$ cat src/rtl/sub_multicycle.sv
`default_nettype none
// ============================================================================
// Module   : sub_multicycle
// Purpose  : Digit-serial x - y - bin subtractor, DIGIT bits/clock, with
//            start/done handshake and borrow/overflow/zero/negative flags.
//            Optional macro SUB_MULTICYCLE_SAT_EN enables saturating signed mode.
// Revision : 1.0 - initial release
// ============================================================================
module sub_multicycle #(
   parameter int WIDTH = 32,
   parameter int DIGIT = 8
) (
   input  logic             clk,
   input  logic             rst,
   input  logic             start,
   input  logic [WIDTH-1:0] x,
   input  logic [WIDTH-1:0] y,
   input  logic             bin,
   output logic             ready,
   output logic             done,
   output logic [WIDTH-1:0] difference,
   output logic             borrow,
   output logic             overflow,
   output logic             zero,
   output logic             negative
);

   localparam int N  = WIDTH / DIGIT;
   localparam int CW = (N > 1) ? $clog2(N) : 1;
   localparam logic [CW-1:0] c_last = CW'(N - 1);

   typedef enum logic [1:0] {
      S_IDLE = 2'd0,
      S_RUN  = 2'd1,
      S_DONE = 2'd2
   } state_t;

   state_t           r_state;
   logic [WIDTH-1:0] r_x;
   logic [WIDTH-1:0] r_y;
   logic [WIDTH-1:0] r_res;
   logic             r_b;
   logic [CW-1:0]    r_cnt;
   logic             r_xs;
   logic             r_ys;
   logic             r_ready;
   logic             r_done;
   logic [WIDTH-1:0] r_difference;
   logic             r_borrow;
   logic             r_overflow;
   logic             r_zero;
   logic             r_negative;

   logic [DIGIT:0]   w_digit;
   logic [WIDTH-1:0] w_res_next;
   logic             w_raw_ovf;
   logic [WIDTH-1:0] w_final;

   // One digit of the ripple chain; bit DIGIT of the result is the borrow-out.
   assign w_digit = {1'b0, r_x[DIGIT-1:0]} - {1'b0, r_y[DIGIT-1:0]}
                  - {{DIGIT{1'b0}}, r_b};

   generate
      if (N > 1) begin : g_multi
         assign w_res_next = {w_digit[DIGIT-1:0], r_res[WIDTH-1:DIGIT]};
      end else begin : g_single
         assign w_res_next = w_digit[DIGIT-1:0];
      end
   endgenerate

   assign w_raw_ovf = (r_xs != r_ys) && (w_res_next[WIDTH-1] != r_xs);

`ifdef SUB_MULTICYCLE_SAT_EN
   assign w_final = !w_raw_ovf ? w_res_next :
                    r_xs       ? {1'b1, {(WIDTH-1){1'b0}}} :
                                 {1'b0, {(WIDTH-1){1'b1}}};
`else
   assign w_final = w_res_next;
`endif

   always_ff @(posedge clk or posedge rst) begin
      if (rst) begin
         r_state      <= S_IDLE;
         r_x          <= '0;
         r_y          <= '0;
         r_res        <= '0;
         r_b          <= 1'b0;
         r_cnt        <= '0;
         r_xs         <= 1'b0;
         r_ys         <= 1'b0;
         r_ready      <= 1'b1;
         r_done       <= 1'b0;
         r_difference <= '0;
         r_borrow     <= 1'b0;
         r_overflow   <= 1'b0;
         r_zero       <= 1'b1;
         r_negative   <= 1'b0;
      end else begin
         r_done <= 1'b0;
         case (r_state)
            S_IDLE, S_DONE: begin
               if (start) begin
                  r_x     <= x;
                  r_y     <= y;
                  r_b     <= bin;
                  r_xs    <= x[WIDTH-1];
                  r_ys    <= y[WIDTH-1];
                  r_cnt   <= '0;
                  r_ready <= 1'b0;
                  r_state <= S_RUN;
               end else begin
                  r_state <= S_IDLE;
               end
            end
            S_RUN: begin
               r_res <= w_res_next;
               r_x   <= r_x >> DIGIT;
               r_y   <= r_y >> DIGIT;
               r_b   <= w_digit[DIGIT];
               r_cnt <= r_cnt + CW'(1);
               // Results are registered on the last digit so they are valid in DONE.
               if (r_cnt == c_last) begin
                  r_state      <= S_DONE;
                  r_ready      <= 1'b1;
                  r_done       <= 1'b1;
                  r_difference <= w_final;
                  r_borrow     <= w_digit[DIGIT];
                  r_overflow   <= w_raw_ovf;
                  r_zero       <= (w_final == '0);
                  r_negative   <= w_final[WIDTH-1];
               end
            end
            default: begin
               r_state <= S_IDLE;
               r_ready <= 1'b1;
            end
         endcase
      end
   end

   assign ready      = r_ready;
   assign done       = r_done;
   assign difference = r_difference;
   assign borrow     = r_borrow;
   assign overflow   = r_overflow;
   assign zero       = r_zero;
   assign negative   = r_negative;

endmodule
`default_nettype wire

$ cat config.mk
export PLATFORM = sky130hd
export DESIGN_NAME = sub_multicycle
export DESIGN_NICKNAME = d
export VERILOG_FILES = /design/src/rtl/sub_multicycle.sv
export SDC_FILE = /design/constraint.sdc
export NUM_CORES = 1
export LEC_CHECK = 0
export CORE_MARGIN = 1
export CORE_UTILIZATION = 57
export CTS_CLUSTER_DIAMETER = 40
export DETAILED_ROUTE_END_ITERATION = 8
export PLACE_DENSITY = 0.85
export SYNTH_ARGS = -nofsm -noshare
export SYNTH_HDL_FRONTEND = slang
export SYNTH_SLANG_ARGS = --single-unit
$ cat constraint.sdc
create_clock -name clk -period 9.5 [get_ports clk]
set_input_delay 0.95 -clock clk [delete_from_list [all_inputs] [get_ports clk]]
set_output_delay 0.95 -clock clk [all_outputs]
set_load 0.005 [all_outputs]
==> impl_metrics.toml <==
[status]
status = "completed"

[sta]
fin_crit_sh = 0.3025
slew_viol_final = 0
period_minus_slack_ps = 2873
setup_viol = 0
rsz0062_at_grt = "false"
slew-limit-headroom = 0.1540
tightest_slew_ps = 1264
fin_skew_ps = 6.929
hold_violations = 0
max_freq_mhz = 348.0
setup_tns_ps = 0

[floorplanning]
rows = 36
core_um2 = 9864
die_w_um = 103.4
start_util = 0.5937
dieArea_um2 = 10680
die_y_um = 103.4
pin_count = 106

[cts]
cts_setup_buffers = 0
htreeDepth = 4
clkLatencyLatePin_ps = 530
hold_buffers = 0
cts_root_buffer = "clkbuf_8"
cts_made_buffers = 17
cts.repair.resized = 0
clkTransAtPathRegs_ps = 60
clockBufferDepth = 2
cts_sinks = 132
cts_tree = "yes"

[power]
power.internal_mw = 1.743
peakVddDrop_v = 0.0001936
total_power_mw = 2.806
leakage_nw = 3.415
powerDensity_nw_per_um2 = 370.6
swShare = 0.3787
p_comb_frac = 0.418
seqPwrFrac = 0.348
power_switching_mw = 1.063
pwr-share-clk = 0.233

[global_route]
grt_start_max_net_pins = 119
grt_pass1_vias = 4460
antenna_found_initial = 0
grt-ovfl-total = 0
grt_usage = 0.2710
grt_first_pass_wirelength_mm = 21.34

[synthesis]
yosys.area.top_type = "dfrtp_1"
netlist_top_cells_area = "dfrtp_1 (56%), nand2_1 (7.6%), mux2i_1 (6.7%), o21ai_0 (5.8%), mux2_2 (5.0%)"
ys.flop_type = "dfrtp_1"
syn_inst = 554
ys_seq_elements = 132
netlist_area_um2 = 5857
synth_top_family_by_area = "multiplexers"
syn_nets = 639
synth.top_cell.area_share = 0.5554
synth_cell_types = 42
synth-compound-area-share = 0.1151
synth_warnings = 0
synth-edff-count = 0
synth_simple_gate_area_frac = 0.1134
synth_mux_area_frac = 0.1166
yosys.area_share.adder = 0.03888
yosysSeqAreaShare = 0.5644
synth_area_per_cell_um2 = 10.57
synthXorXnorAreaFrac = 0.008972
postSynth.asyncResetShare = 1.000

[cells_and_area]
final_nets = 735
diodes = 0
seq_area_um2 = 3306
stdcell_area_um2 = 7571
n_fill_cell = 606
fin_cells = 796
multi_input_area_um2 = 2317
area_growth_pct = 29.27
drive_gt1_frac = 0.1011

[setup_path]
cp.arrival_ps = 3330
worstSetupEndpointType = "flip-flop"
cp.required_ps = 9950
crit_fanout = 79
crit_type = "in -> reg"
cp-start-kind = "input pin"

[placed_design]
portBuffers = 105
dp_cells = 764
finalWeightedCongestion = 0.8568
hpwl_mm = 8.770
postPlaceCellArea_um2 = 6978

[flow_run]
cap_violations = 0

[detailed_routing]
remaining_drc_errors = 0
first_iter_violations = 279
via_count = 4518
viasPerCell = 5.676
wl_mm = 13.42
ant_nets = 0
first_pass_iters = 4
routedWlPerCell_um = 16.86

[min_path]
hp-class = "reg -> reg"
[worst max-delay path, cell delays in order]
cell	delay (ps)
clkdlybuf4s50_1	430
nor2b_4	130
buf_4	400
nor2_1	1090
a22o_1	290
[layout make-up]
class,instances,area share
clock buffers,17,0.05470
clock inverters,15,0.02363
inverters,28,0.01421
multi-input cells,362,0.3061
flip-flops and latches,132,0.4366
well taps,133,0.02198
repair buffers,109,0.1428
[worst paths after layout]
| path | slack, ps | depth (start not counted) | end | start |
|---|---|---|---|---|
| worst max-delay path | 6630 | 5 | r_x[31] | start |
| worst min-delay path | 470 | 2 | difference[29] | difference[29] |
| worst max register to register | 6950 | 7 | overflow | r_state[0] |
| worst min register to register | 470 | 2 | difference[29] | difference[29] |
| max in group asynchronous | 7180 | 3 | r_x[6] | rst |
| min in group asynchronous | 800 | 2 | r_x[21] | rst |
[kinds of logic (layout without fill, tap and decap cells)]
| family | after synthesis | in the layout |
|---|---|---|
| simple gates | 161 | 161 |
| flops | 132 | 132 |
| compound gates | 113 | 113 |
| mux | 65 | 65 |
| buf+inv | 60 | 169 |
| fa+ha+maj | 17 | 17 |
| xor+xnor | 6 | 6 |
[placed cells by master (no fill, tap or decap), types with 3 or more instances in the layout]
master,netlist,layout
a21oi_1,11,11
a22o_1,17,17
buf_4,4,4
bufinv_16,0,3
clkbuf_16,0,16
clkdlybuf4s50_1,0,105
clkinv_2,0,3
clkinvlp_4,0,4
dfrtp_1,130,130
ha_1,15,15
inv_1,28,27
inv_6,0,4
mux2_2,26,26
mux2i_1,39,39
nand2_1,119,119
nand3_1,3,3
nand4_1,4,4
nor2_1,19,19
nor4_1,4,4
o21a_1,3,3
o21ai_0,68,68
xnor2_1,4,4
[cells in the mapped netlist (2+ instances only)]
master	instances
clkbuf_1	20
buf_4	4
ha_1	15
xnor2_1	4
a31oi_1	2
nand4_1	4
o31ai_1	2
nand3_1	3
mux2i_1	39
o21ai_0	68
nor4_1	4
nand2_1	119
xor2_1	2
o21a_1	3
nor2b_1	3
fa_1	2
nor2_1	19
a21oi_1	11
a22o_1	17
mux2_2	26
or3_1	2
buf_2	7
inv_1	28
dfrtp_1	130
a21o_1	2
dfstp_2	2
[flip-flops by register name, indices dropped and copies added (netlist names), 2 cells and up]
| name | cells |
|---|---|
| r_y | 32 |
| r_x | 32 |
| r_state | 2 |
| difference | 32 |
| r_cnt | 2 |
| r_res | 24 |
[per-layer routing]
| layer | share of wire | routed length (µm) | GRT usage | up-vias |
|---|---|---|---|---|
| met3 | 0.057 | 765 | 0.06116 | 46 |
| met2 | 0.51 | 6840 | 0.4508 | 200 |
| met1 | 0.40 | 5397 | 0.3347 | 2193 |
| li1 | - | - | - | 2079 |
| met5 | 0 | 0 | 0 | - |
| met4 | 0.031 | 419 | 0.1354 | 0 |
[power groups by stage]
| stage | Clock (mW) | Sequential [mW] | Combinational [mW] |
|---|---|---|---|
| after floorplan | 0 | 0.931 | 0.792 |
| after global placement | 0 | 0.963 | 1.09 |
| after detailed placement | 0 | 0.976 | 1.15 |
| after CTS | 0.660 | 0.976 | 1.18 |
| after global routing | 0.683 | 1.00 | 1.31 |
| final | 0.654 | 0.978 | 1.17 |
[metrics by stage]
step | util | setup slack (ps) | hold slack, ps
after floorplan | - | 5027 | 449.0
after global placement | 0.7074 | 6189 | 462.4
after detailed placement | 0.7074 | 6119 | 465.2
after CTS | 0.7675 | 6671 | 484.2
after global routing | 0.7675 | 6463 | 502.4
final | 0.7675 | 6627 | 474.0
Power figures use the tool's default switching activity.
